## src/rtl/branch_resolve_unit.sv

```systemverilog
// branch_resolve_unit: EX-stage branch resolution with mispredict flush, predictor update queue and statistics
module branch_resolve_unit #(
  parameter int ADDR_W = 32,
  parameter int IDX_BITS = 4,
  parameter int FIFO_DEPTH = 4,
  parameter int CNT_W = 16
) (
  input  logic                clk,
  input  logic                rst,
  input  logic                ex_valid,
  input  logic                ex_is_branch,
  input  logic [ADDR_W-1:0]   ex_pc,
  input  logic                ex_pred_taken,
  input  logic [ADDR_W-1:0]   ex_pred_target,
  input  logic                ex_taken,
  input  logic [ADDR_W-1:0]   ex_target,
  output logic                flush,
  output logic [ADDR_W-1:0]   redirect_pc,
  output logic                upd_valid,
  input  logic                upd_ready,
  output logic [IDX_BITS-1:0] upd_idx,
  output logic                upd_taken,
  output logic [ADDR_W-1:0]   upd_target,
  output logic [CNT_W-1:0]    branch_cnt,
  output logic [CNT_W-1:0]    mispred_cnt,
  output logic [CNT_W-1:0]    drop_cnt
);
  localparam int PW = $clog2(FIFO_DEPTH);
  localparam int EW = IDX_BITS + 1 + ADDR_W;
  logic [EW-1:0] mem [FIFO_DEPTH];
  logic [PW-1:0] wr_ptr, rd_ptr;
  logic [PW:0] count;
  logic resolve, mispred, pop, full, push, drop;
  function automatic logic [CNT_W-1:0] sat_inc(input logic [CNT_W-1:0] c, input logic en);
    return c + CNT_W'(en && c != '1);
  endfunction
  always_comb begin
    resolve = ex_valid & ex_is_branch & ~flush;
    mispred = resolve & ((ex_pred_taken ^ ex_taken) | (ex_taken & ex_pred_taken & (ex_pred_target != ex_target)));
    pop = upd_valid & upd_ready;
    full = count == (PW+1)'(FIFO_DEPTH);
    push = resolve & (~full | pop);
    drop = resolve & full & ~pop;
  end
  assign upd_valid = count != '0;
  assign {upd_idx, upd_taken, upd_target} = mem[rd_ptr];
  always_ff @(posedge clk)
    if (push) mem[wr_ptr] <= {ex_pc[IDX_BITS+1:2], ex_taken, ex_target};
  always_ff @(posedge clk) begin
    if (rst) begin
      flush <= 1'b0;
      redirect_pc <= '0;
      wr_ptr <= '0;
      rd_ptr <= '0;
      count <= '0;
      branch_cnt <= '0;
      mispred_cnt <= '0;
      drop_cnt <= '0;
    end else begin
      flush <= mispred;
      if (mispred) redirect_pc <= ex_taken ? ex_target : ex_pc + ADDR_W'(4);
      if (push) wr_ptr <= wr_ptr + PW'(1);
      if (pop) rd_ptr <= rd_ptr + PW'(1);
      count <= count + (PW+1)'(push) - (PW+1)'(pop);
      branch_cnt <= sat_inc(branch_cnt, resolve);
      mispred_cnt <= sat_inc(mispred_cnt, mispred);
      drop_cnt <= sat_inc(drop_cnt, drop);
    end
  end
endmodule
```

## config.mk

```make
export PLATFORM = sky130hd
export DESIGN_NAME = branch_resolve_unit
export DESIGN_NICKNAME = d
export VERILOG_FILES = /design/src/rtl/branch_resolve_unit.sv
export SDC_FILE = /design/constraint.sdc
export NUM_CORES = 1
export LEC_CHECK = 0
export CORE_MARGIN = 10
export CORE_UTILIZATION = 55
export DETAILED_ROUTE_END_ITERATION = 6
export GPL_ROUTABILITY_DRIVEN = 1
export PLACE_DENSITY = 0.86
export SLEW_MARGIN = 25
export SYNTH_ARGS = -nofsm -noshare
export SYNTH_HDL_FRONTEND = slang
export SYNTH_SLANG_ARGS = --single-unit
export TNS_END_PERCENT = 20
```

## constraint.sdc

```tcl
create_clock -name clk -period 5 [get_ports clk]
set_clock_uncertainty 0.15 [all_clocks]
set_input_delay 1 -clock clk [delete_from_list [all_inputs] [get_ports clk]]
set_output_delay 1 -clock clk [all_outputs]
set_load 0.02 [all_outputs]
```

==> flow_metrics.py, run 1 <==
metrics = {
    "detailed_routing": {
        "drtAntennaViolNets": 0,
        "num_vias": 7594,
        "wl_per_cell_um": 23.8,
        "wl_mm": 30.3,
        "drc_errors": 0,
        "dr.pass1.iters": 5,
        "avgViaCountPerCell": 5.97,
        "drtIter0Drc": 610,
    },
    "run_status": {
        "outcome": "complete, no violations",
    },
    "placed_design": {
        "place_inst": 1222,
        "io_buffers": 221,
        "placed_area_mm2": 0.0128,
        "dp.final_hpwl_mm": 21.1,
        "dp_slack_ns": 0.634,
        "gp_congestion": 0.946,
    },
    "sta": {
        "fin_crit_sh": 0.784,
        "layout_setup_ws_ns": 1.08,
        "slew_headroom": 0.304,
        "hold_viol_final": 0,
        "tightest_slew_ns": 1.04,
        "timing.hold.ws_ns": 0.321,
        "fmax_mhz": 255,
        "post-route-min-period_ns": 3.92,
        "rsz0062_at_grt": "no",
        "setup_tns_ns": 0,
        "setup_viol": 0,
        "slew_violations": 0,
    },
    "floorplanning": {
        "io_pins": 222,
        "die_x_um": 157,
        "core_mm2": 0.0186,
        "initial_core_util": 0.556,
        "dieArea_mm2": 0.0247,
        "die_h_um": 157,
        "rows": 50,
    },
    "logic_synthesis": {
        "ys.flop_type": "edfxtp_1",
        "syn_avg_cell_area_um2": 13.0,
        "netlist_area_mm2": 0.0103,
        "syn_nets": 912,
        "ys_seq_elements": 238,
        "synth_edf_count": 148,
        "yosys.area.top_type": "edfxtp_1",
        "synth.distinct_cells": 45,
        "syn_inst": 794,
        "yosysTopAreaCellShare": 0.430,
        "synthArstFlopShare": 0,
        "synth.most_common_cell": "edfxtp_1",
        "yosysSeqAreaShare": 0.605,
        "yosysWarnings": 0,
        "synth_common_cells": "edfxtp_1 (148), dfxtp_1 (90), xor2_1 (66)",
        "synth_area_leaders": "edfxtp_1 (43%), dfxtp_1 (17%), mux4_2 (8.1%)",
    },
    "critical_path": {
        "start_kind": "primary input",
        "r2r_slack_ns": 2.36,
        "crit_type": "primary input to flip-flop",
        "worstPathRequired_ns": 5.21,
        "crit_path_max_fanout": 6,
        "r2r_start": "flush",
        "endpoint_kind": "flip-flop",
        "critPathLaunch": "ex_target[16]",
        "arrival_ns": 4.13,
    },
    "layout": {
        "drive_gt1_frac": 0.103,
        "fillers": 1222,
        "area_delta_synth_final_pct": 31.4,
        "final_util": 0.730,
        "nNetsFinal": 1133,
        "instances_no_fill": 1271,
        "stdcell_area_mm2": 0.0136,
    },
    "clock_network": {
        "insertion_delay_ns": 0.52,
        "clk_pin_slew_ns": 0.06,
        "cts_buffers": 25,
        "cts_resized": 0,
        "cts_buffer_depth": 3,
        "cts_root_buf": "clkbuf_16",
        "h-tree-depth": 1,
        "cts_setup_buffers": 0,
        "hold_buffers": 0,
        "cts_tree": "done",
        "cts_sinks": 238,
    },
    "global_route": {
        "grt_pass1_vias": 7723,
        "grt_pass1_wl_mm": 46.0,
        "grtUsageTotal": 0.242,
        "grt_max_degree": 83,
        "grt-ovfl-total": 0,
        "antenna_found_initial": 2,
    },
    "power_and_ir_drop": {
        "power_mw": 5.08,
        "ir_drop_mv": 0.269,
        "p_leak_nw": 4.54,
        "p_per_area_mw_per_mm2": 375,
    },
    "worst_hold_path": {
        "hold_start": "redirect_pc[28]",
        "hold_class": "flip-flop to flip-flop",
    },
    "run": {
        "cap_violations": 0,
    },
}
[final timing paths]
path,depth (start not counted),to
worst min-delay path,2,redirect_pc[28]
worst max-delay path,14,mispred_cnt[14]
worst max register to register,11,count[2]
worst min register to register,2,redirect_pc[28]
[critical path: stages]
cell,delay [ns]
clkdlybuf4s50_1,0.52
xor2_1,0.19
nor4_1,0.67
nand4_1,0.22
o211a_1,0.29
nor2_1,0.20
nor2_1,0.09
ha_1,0.20
ha_1,0.24
nand2_1,0.11
nor2_1,0.08
nand3_1,0.11
xor2_1,0.16
nor2_1,0.06
[routing by layer]
layer | vias up | global-route usage | wire length, um
met3 | 61 | 0.0892 | 3670
met1 | 3671 | 0.301 | 11600
met5 | - | 0 | 20
met4 | 2 | 0.0784 | 820
met2 | 416 | 0.385 | 14200
li1 | 3444 | - | -
[layout by cell type (no fill, tap or decap), types with 7 or more instances in the layout]
master and n:
dfxtp_1 88, or3_1 18, nor2b_1 8, nand2_1 32
edfxtp_1 148, clkbuf_1 9, ha_1 14, o21a_1 8
a211oi_1 10, xor2_1 66, nor2_1 62, nand4_1 31
buf_4 9, mux4_2 37, nand3_1 41, o21ai_0 37
a21oi_1 24, a31o_2 7, clkdlybuf4s50_1 220, nor3_1 9
mux2i_1 10, nor4_1 15, clkbuf_16 25, inv_1 15
xnor2_1 24
[where the power goes]
group	leakage (nW)	switching, mW	internal (mW)
Combinational	2.09	0.528	0.562
Sequential	2.07	0.0925	2.17
Clock	0.380	0.721	1.01
Total	4.54	1.34	3.74
[cell families after synthesis]
group                    Yosys count  share of synthesized area
buffers and inverters             54                     0.0207
AND/OR/NAND/NOR                  242                      0.121
flip-flops                       238                      0.605
multiplexers                      48                     0.0915
XOR/XNOR                          90                     0.0763
AO/OA/AOI/OAI                    107                     0.0671
adder cells (fa/ha/maj)           15                     0.0189
[flip-flops by register name, indices dropped and copies added, names as in the netlist, named ones only]
name	cells
rd_ptr	2
drop_cnt	16
redirect_pc	32
wr_ptr	2
count	3
mispred_cnt	16
branch_cnt	16
flush	1
mem	148
[layout make-up]
cell class                 instances  area (um2)  share of cell area
multi-input combinational        502        3870               0.285
inverter                          16        60.1             0.00443
sequential                       238        6250               0.461
timing repair buffer             232        2310               0.171
clock buffer                      42         746              0.0550
antenna                            3        7.51            0.000553
clock inverter                     4        26.3             0.00194
tap                              234         293              0.0216
(Power assumes the default switching activity.)
==> inputs of run 2 (changes only) <==
--- a/config.mk
+++ b/config.mk
@@ -6,10 +6,10 @@
 export NUM_CORES = 1
 export LEC_CHECK = 0
 export CORE_MARGIN = 10
-export CORE_UTILIZATION = 55
+export CORE_UTILIZATION = 51
 export DETAILED_ROUTE_END_ITERATION = 6
 export GPL_ROUTABILITY_DRIVEN = 1
-export PLACE_DENSITY = 0.86
+export PLACE_DENSITY = 0.8
 export SLEW_MARGIN = 25
 export SYNTH_ARGS = -nofsm -noshare
 export SYNTH_HDL_FRONTEND = slang
==> constraint.sdc (replaced) <==
create_clock -name clk -period 3.78 [get_ports clk]
set_clock_uncertainty 0.15 [all_clocks]
set_input_delay 0.756 -clock clk [delete_from_list [all_inputs] [get_ports clk]]
set_output_delay 0.756 -clock clk [all_outputs]
set_load 0.02 [all_outputs]
==> run 2 against run 1 <==
Die area up 6.8%. Setup slack worse by 0.77 ns. Sequential cell count unchanged. Global-route usage down 1.6 points. Sequential share of layout area down 1.4 points. Via count up 2.0%. Power up 32%. Cell count up 6.1%. Combinational power up 41%. Wire length up 0.85%. Largest power group unchanged.
==> flow_metrics.py, run 2 (synthesized netlist as in run 1, its figures left out) <==
metrics = {
    "run_status": {
        "outcome": "complete, no violations",
    },
    "layout": {
        "area_delta_synth_final_pct": 35.6,
        "largest_register_ffs": 148,
        "layout_commonest_cell": "clkdlybuf4s50_1",
        "final_util": 0.710,
        "instances_no_fill": 1348,
        "nNetsFinal": 1182,
        "most-common-layout-cells": "clkdlybuf4s50_1 (220), edfxtp_1 (148), dfxtp_1 (88)",
        "top_regs": "mem: 148 flops, redirect_pc: 32 flops",
        "largest_register": "mem",
        "drive_gt1_frac": 0.140,
    },
    "clock_network": {
        "cts_root_buf": "clkbuf_16",
        "cts_resized": 0,
        "cts_tree": "done",
        "insertion_delay_ns": 0.52,
        "cts_buffer_depth": 3,
        "cts_sinks": 238,
        "clk_pin_slew_ns": 0.06,
        "cts_buffers": 24,
        "h-tree-depth": 1,
        "cts_setup_buffers": 0,
        "hold_buffers": 0,
    },
    "floorplanning": {
        "dieArea_mm2": 0.0263,
        "rows": 51,
        "initial_core_util": 0.524,
        "die_h_um": 162,
        "io_pins": 222,
        "die_x_um": 162,
        "core_mm2": 0.0197,
    },
    "critical_path": {
        "start_kind": "primary input",
        "r2r_start": "count[1]",
        "crit_path_max_fanout": 3,
        "critPathLaunch": "ex_target[24]",
        "crit_type": "primary input to flip-flop",
        "worstPathRequired_ns": 4.00,
        "arrival_ns": 3.69,
        "endpoint_kind": "flip-flop",
    },
    "detailed_routing": {
        "avgViaCountPerCell": 5.75,
        "drc_errors": 0,
        "num_vias": 7745,
        "wl_mm": 30.5,
        "wl_per_cell_um": 22.6,
        "drtAntennaViolNets": 0,
        "dr.pass1.iters": 5,
        "drtIter0Drc": 723,
    },
    "placed_design": {
        "gp_congestion": 0.916,
        "dp_slack_ns": -0.183,
        "dp.final_hpwl_mm": 21.7,
        "place_inst": 1303,
        "io_buffers": 221,
    },
    "power_and_ir_drop": {
        "p_per_area_mw_per_mm2": 480,
        "p_leak_nw": 4.77,
        "ir_drop_mv": 0.352,
    },
    "sta": {
        "post-route-min-period_ns": 3.47,
        "tightest_slew_ns": 0.878,
        "setup_viol": 0,
        "fin_crit_sh": 0.917,
        "layout_setup_ws_ns": 0.314,
        "slew_violations": 0,
        "fmax_mhz": 289,
        "rsz0062_at_grt": "no",
        "hold_viol_final": 0,
        "slew_headroom": 0.414,
    },
    "global_route": {
        "grt-ovfl-total": 0,
        "grt_max_degree": 83,
        "grt_pass1_wl_mm": 46.4,
        "antenna_found_initial": 3,
        "grtUsageTotal": 0.226,
        "grt_pass1_vias": 7832,
    },
    "run": {
        "cap_violations": 0,
    },
    "worst_hold_path": {
        "hold_class": "flip-flop to flip-flop",
        "hold_start": "redirect_pc[10]",
    },
}
[run 2: cell types whose count changed in the layout (fill, tap and decap cells not counted), sizes merged]
cell / change
inv: -1
clkinvlp: +2
buf: +50
clkinv: +3
clkbuf: -8
diode: -1
bufinv: +1
[run 2: critical path: stages]
cell	delay, ns
clkdlybuf4s50_1	0.45
xor2_1	0.16
nor4_1	0.46
nand4_1	0.34
o211a_1	0.32
nor2_1	0.19
nor2_1	0.08
ha_1	0.22
ha_1	0.20
nand2_1	0.10
nor2_1	0.09
nand3_1	0.11
xor2_1	0.16
nor2_1	0.05
[run 2: per-stage QoR]
stage	power [mW]	hold WS [ns]	cell area (um2)	setup TNS, ns
global placement	4.51	0.300	13300	-0.329
detailed placement	4.53	0.309	13300	-0.942
global route	6.98	0.344	14000	0
finish	6.73	0.321	14000	0
CTS	6.78	0.321	14000	0
floorplan	3.79	0.335	10300	0
[run 2: worst paths after layout]
path	end	slack (ns)	cells after the start
setup reg to reg	drop_cnt[13]	1.16	8
setup / recovery	mispred_cnt[12]	0.31	14
hold reg to reg	redirect_pc[10]	0.32	2
hold / removal	redirect_pc[10]	0.32	2
[run 2: report_power, final]
part | internal (mW) | switching, mW | total (mW)
Sequential | 2.86 | 0.0615 | 2.93
Clock | 1.32 | 0.938 | 2.26
Combinational | 0.780 | 0.764 | 1.54
[run 2: final cells by class]
type                            count  area, um2
Antenna cell                        2       5.00
Clock buffer                       34        681
Clock inverter                      9       70.1
Fill cell                        1322       5710
Inverter                           16       60.1
Multi-Input combinational cell    502       3870
Sequential cell                   238       6250
Tap cell                          265        332
Timing Repair Buffer              282       2740
[run 2: metal layers]
metal | share of wire | up-vias | track usage
li1 | - | 3536 | -
met1 | 0.40 | 3792 | 0.287
met2 | 0.47 | 361 | 0.362
met3 | 0.11 | 52 | 0.0746
met4 | 0.025 | 4 | 0.0674
met5 | 0.00088 | - | 0
==> inputs of run 3 (changes only) <==
--- a/config.mk
+++ b/config.mk
@@ -6,10 +6,11 @@
 export NUM_CORES = 1
 export LEC_CHECK = 0
 export CORE_MARGIN = 10
-export CORE_UTILIZATION = 51
+export CORE_UTILIZATION = 53
+export CTS_BUF_LIST = sky130_fd_sc_hd__clkbuf_4 sky130_fd_sc_hd__clkbuf_8
 export DETAILED_ROUTE_END_ITERATION = 6
 export GPL_ROUTABILITY_DRIVEN = 1
-export PLACE_DENSITY = 0.8
+export PLACE_DENSITY = 0.83
 export SLEW_MARGIN = 25
 export SYNTH_ARGS = -nofsm -noshare
 export SYNTH_HDL_FRONTEND = slang
==> run 3 against run 2 <==
Fmax rose by 1.2%. Die area decreased by 3.3%. Sequential power hardly changed. Clock-buffer cell count increased by 22. Sequential cell count unchanged. Wire length is 1.6% lower.
==> flow_metrics.py, run 3 (synthesized netlist as in run 1, its figures left out) <==
metrics = {
    "run_status": {
        "outcome": "complete, no violations",
    },
    "floorplanning": {
        "die_x_um": 160,
        "initial_core_util": 0.545,
        "die_h_um": 160,
        "dieArea_mm2": 0.0255,
        "core_mm2": 0.0190,
        "rows": 50,
        "io_pins": 222,
    },
    "global_route": {
        "grt_pass1_vias": 7630,
        "grtUsageTotal": 0.228,
        "grt-ovfl-total": 0,
        "antenna_found_initial": 4,
        "grt_max_degree": 83,
        "grt_pass1_wl_mm": 45.5,
    },
    "detailed_routing": {
        "drtIter0Drc": 809,
        "dr.pass1.iters": 6,
        "wl_per_cell_um": 21.9,
        "num_vias": 7735,
        "wl_mm": 30.0,
        "avgViaCountPerCell": 5.65,
        "drtAntennaViolNets": 0,
        "drc_errors": 0,
    },
    "sta": {
        "setup_viol": 0,
        "slew_violations": 0,
        "setup_tns_ns": 0,
        "slew_headroom": 0.412,
        "post-route-min-period_ns": 3.42,
        "fin_crit_sh": 0.906,
        "hold_viol_final": 0,
        "tightest_slew_ns": 0.882,
        "rsz0062_at_grt": "no",
        "fmax_mhz": 292,
    },
    "layout": {
        "layout_commonest_cell": "clkdlybuf4s50_1",
        "final_util": 0.741,
        "largest_register_ffs": 148,
        "fillers": 1266,
        "drive_gt1_frac": 0.164,
        "nNetsFinal": 1195,
        "seq_area_mm2": 0.00625,
        "most-common-layout-cells": "clkdlybuf4s50_1 (220), edfxtp_1 (148), dfxtp_1 (88)",
        "area_delta_synth_final_pct": 36.1,
        "top_regs": "mem: 148 flops, redirect_pc: 32 flops",
        "largest_register": "mem",
        "multi_input_area_mm2": 0.00387,
    },
    "power_and_ir_drop": {
        "p_per_area_mw_per_mm2": 480,
        "ir_drop_mv": 0.416,
        "power_mw": 6.74,
        "p_leak_nw": 4.83,
    },
    "critical_path": {
        "worstPathRequired_ns": 2.87,
        "crit_end": "upd_taken",
        "crit_path_max_fanout": 9,
        "r2r-end": "drop_cnt[15]",
        "r2r_start": "count[1]",
        "start_kind": "flip-flop",
        "r2r_slack_ns": 1.08,
        "reg2regPathDepth": 8,
        "crit_type": "flip-flop to primary output",
        "arrival_ns": 2.52,
        "endpoint_kind": "primary output",
    },
    "clock_network": {
        "cts_setup_buffers": 0,
        "cts_buffers": 38,
        "cts_resized": 0,
        "cts_tree": "done",
        "cts_buffer_depth": 3,
        "h-tree-depth": 2,
        "cts_sinks": 238,
        "insertion_delay_ns": 0.52,
        "cts_root_buf": "clkbuf_8",
        "hold_buffers": 0,
        "clk_pin_slew_ns": 0.06,
    },
    "placed_design": {
        "io_buffers": 221,
        "dp.final_hpwl_mm": 21.4,
        "gp_congestion": 0.909,
    },
    "worst_hold_path": {
        "hold_class": "flip-flop to flip-flop",
    },
    "run": {
        "cap_violations": 0,
    },
}
-- run 3: cell count changes in the layout (fill, tap and decap cells not counted) --
cell        previous run  this run
buf_12                 6         7
buf_4                 55        53
bufinv_16              1         2
clkbuf_1               8         0
clkbuf_16             26         0
clkbuf_4               0        13
clkbuf_8               0        43
clkinv_1               4         6
clkinv_2               1         3
clkinvlp_2             1         0
clkinvlp_4             2         1
diode_2                2         3
-- run 3: report_power, final --
group / total (mW) / internal [mW] / leakage, nW / switching (mW)
Sequential: 2.95 / 2.87 / 2.07 / 0.0891
Combinational: 1.52 / 0.788 / 2.34 / 0.736
Clock: 2.26 / 1.31 / 0.419 / 0.956
-- run 3: metrics by stage --
stage | std cells | instance area [um2] | hold WS [ns] | worst slack, ns
3_5_place_dp | 1297 | 13300 | 0.308 | -0.0863
6_report | 1368 | 14100 | 0.321 | 0.355
4_1_cts | 1365 | 14000 | 0.321 | 0.302
2_1_floorplan | 794 | 10300 | 0.335 | 0.655
5_1_grt | 1367 | 14100 | 0.351 | 0.169
3_3_place_gp | 1297 | 13300 | 0.301 | 0.00980
-- run 3: final cells by class --
cell class / instances / share of cell area
well taps: 260 / 0.0231
flip-flops and latches: 238 / 0.445
multi-input cells: 502 / 0.276
clock buffers: 56 / 0.0491
diodes: 3 / 0.000534
clock inverters: 12 / 0.00748
inverters: 16 / 0.00427
repair buffers: 281 / 0.195
-- run 3: worst min-delay path by stage --
stage                                from               to  slack, ns  cells past startpoint
after floorplan                 rd_ptr[1]        flip-flop       0.33                      2
after global placement    redirect_pc[16]  redirect_pc[16]       0.30                      2
after detailed placement  redirect_pc[16]  redirect_pc[16]       0.31                      2
after CTS                 redirect_pc[27]  redirect_pc[27]       0.32                      2
after global routing      redirect_pc[24]  redirect_pc[24]       0.35                      2
final                     redirect_pc[11]  redirect_pc[11]       0.32                      2
-- run 3: metal layers --
layer	vias to the layer above	track usage	share of wire
met2	355	0.357	0.47
li1	3573	-	-
met4	2	0.0754	0.026
met3	47	0.0803	0.11
met1	3758	0.288	0.40
met5	-	0	0.00030
-- run 3: critical path, cell delays in order, from the launching register on --
cell             delay (ns)
dfxtp_2                0.59
buf_4                  0.29
mux4_2                 0.56
clkdlybuf4s50_1        0.57
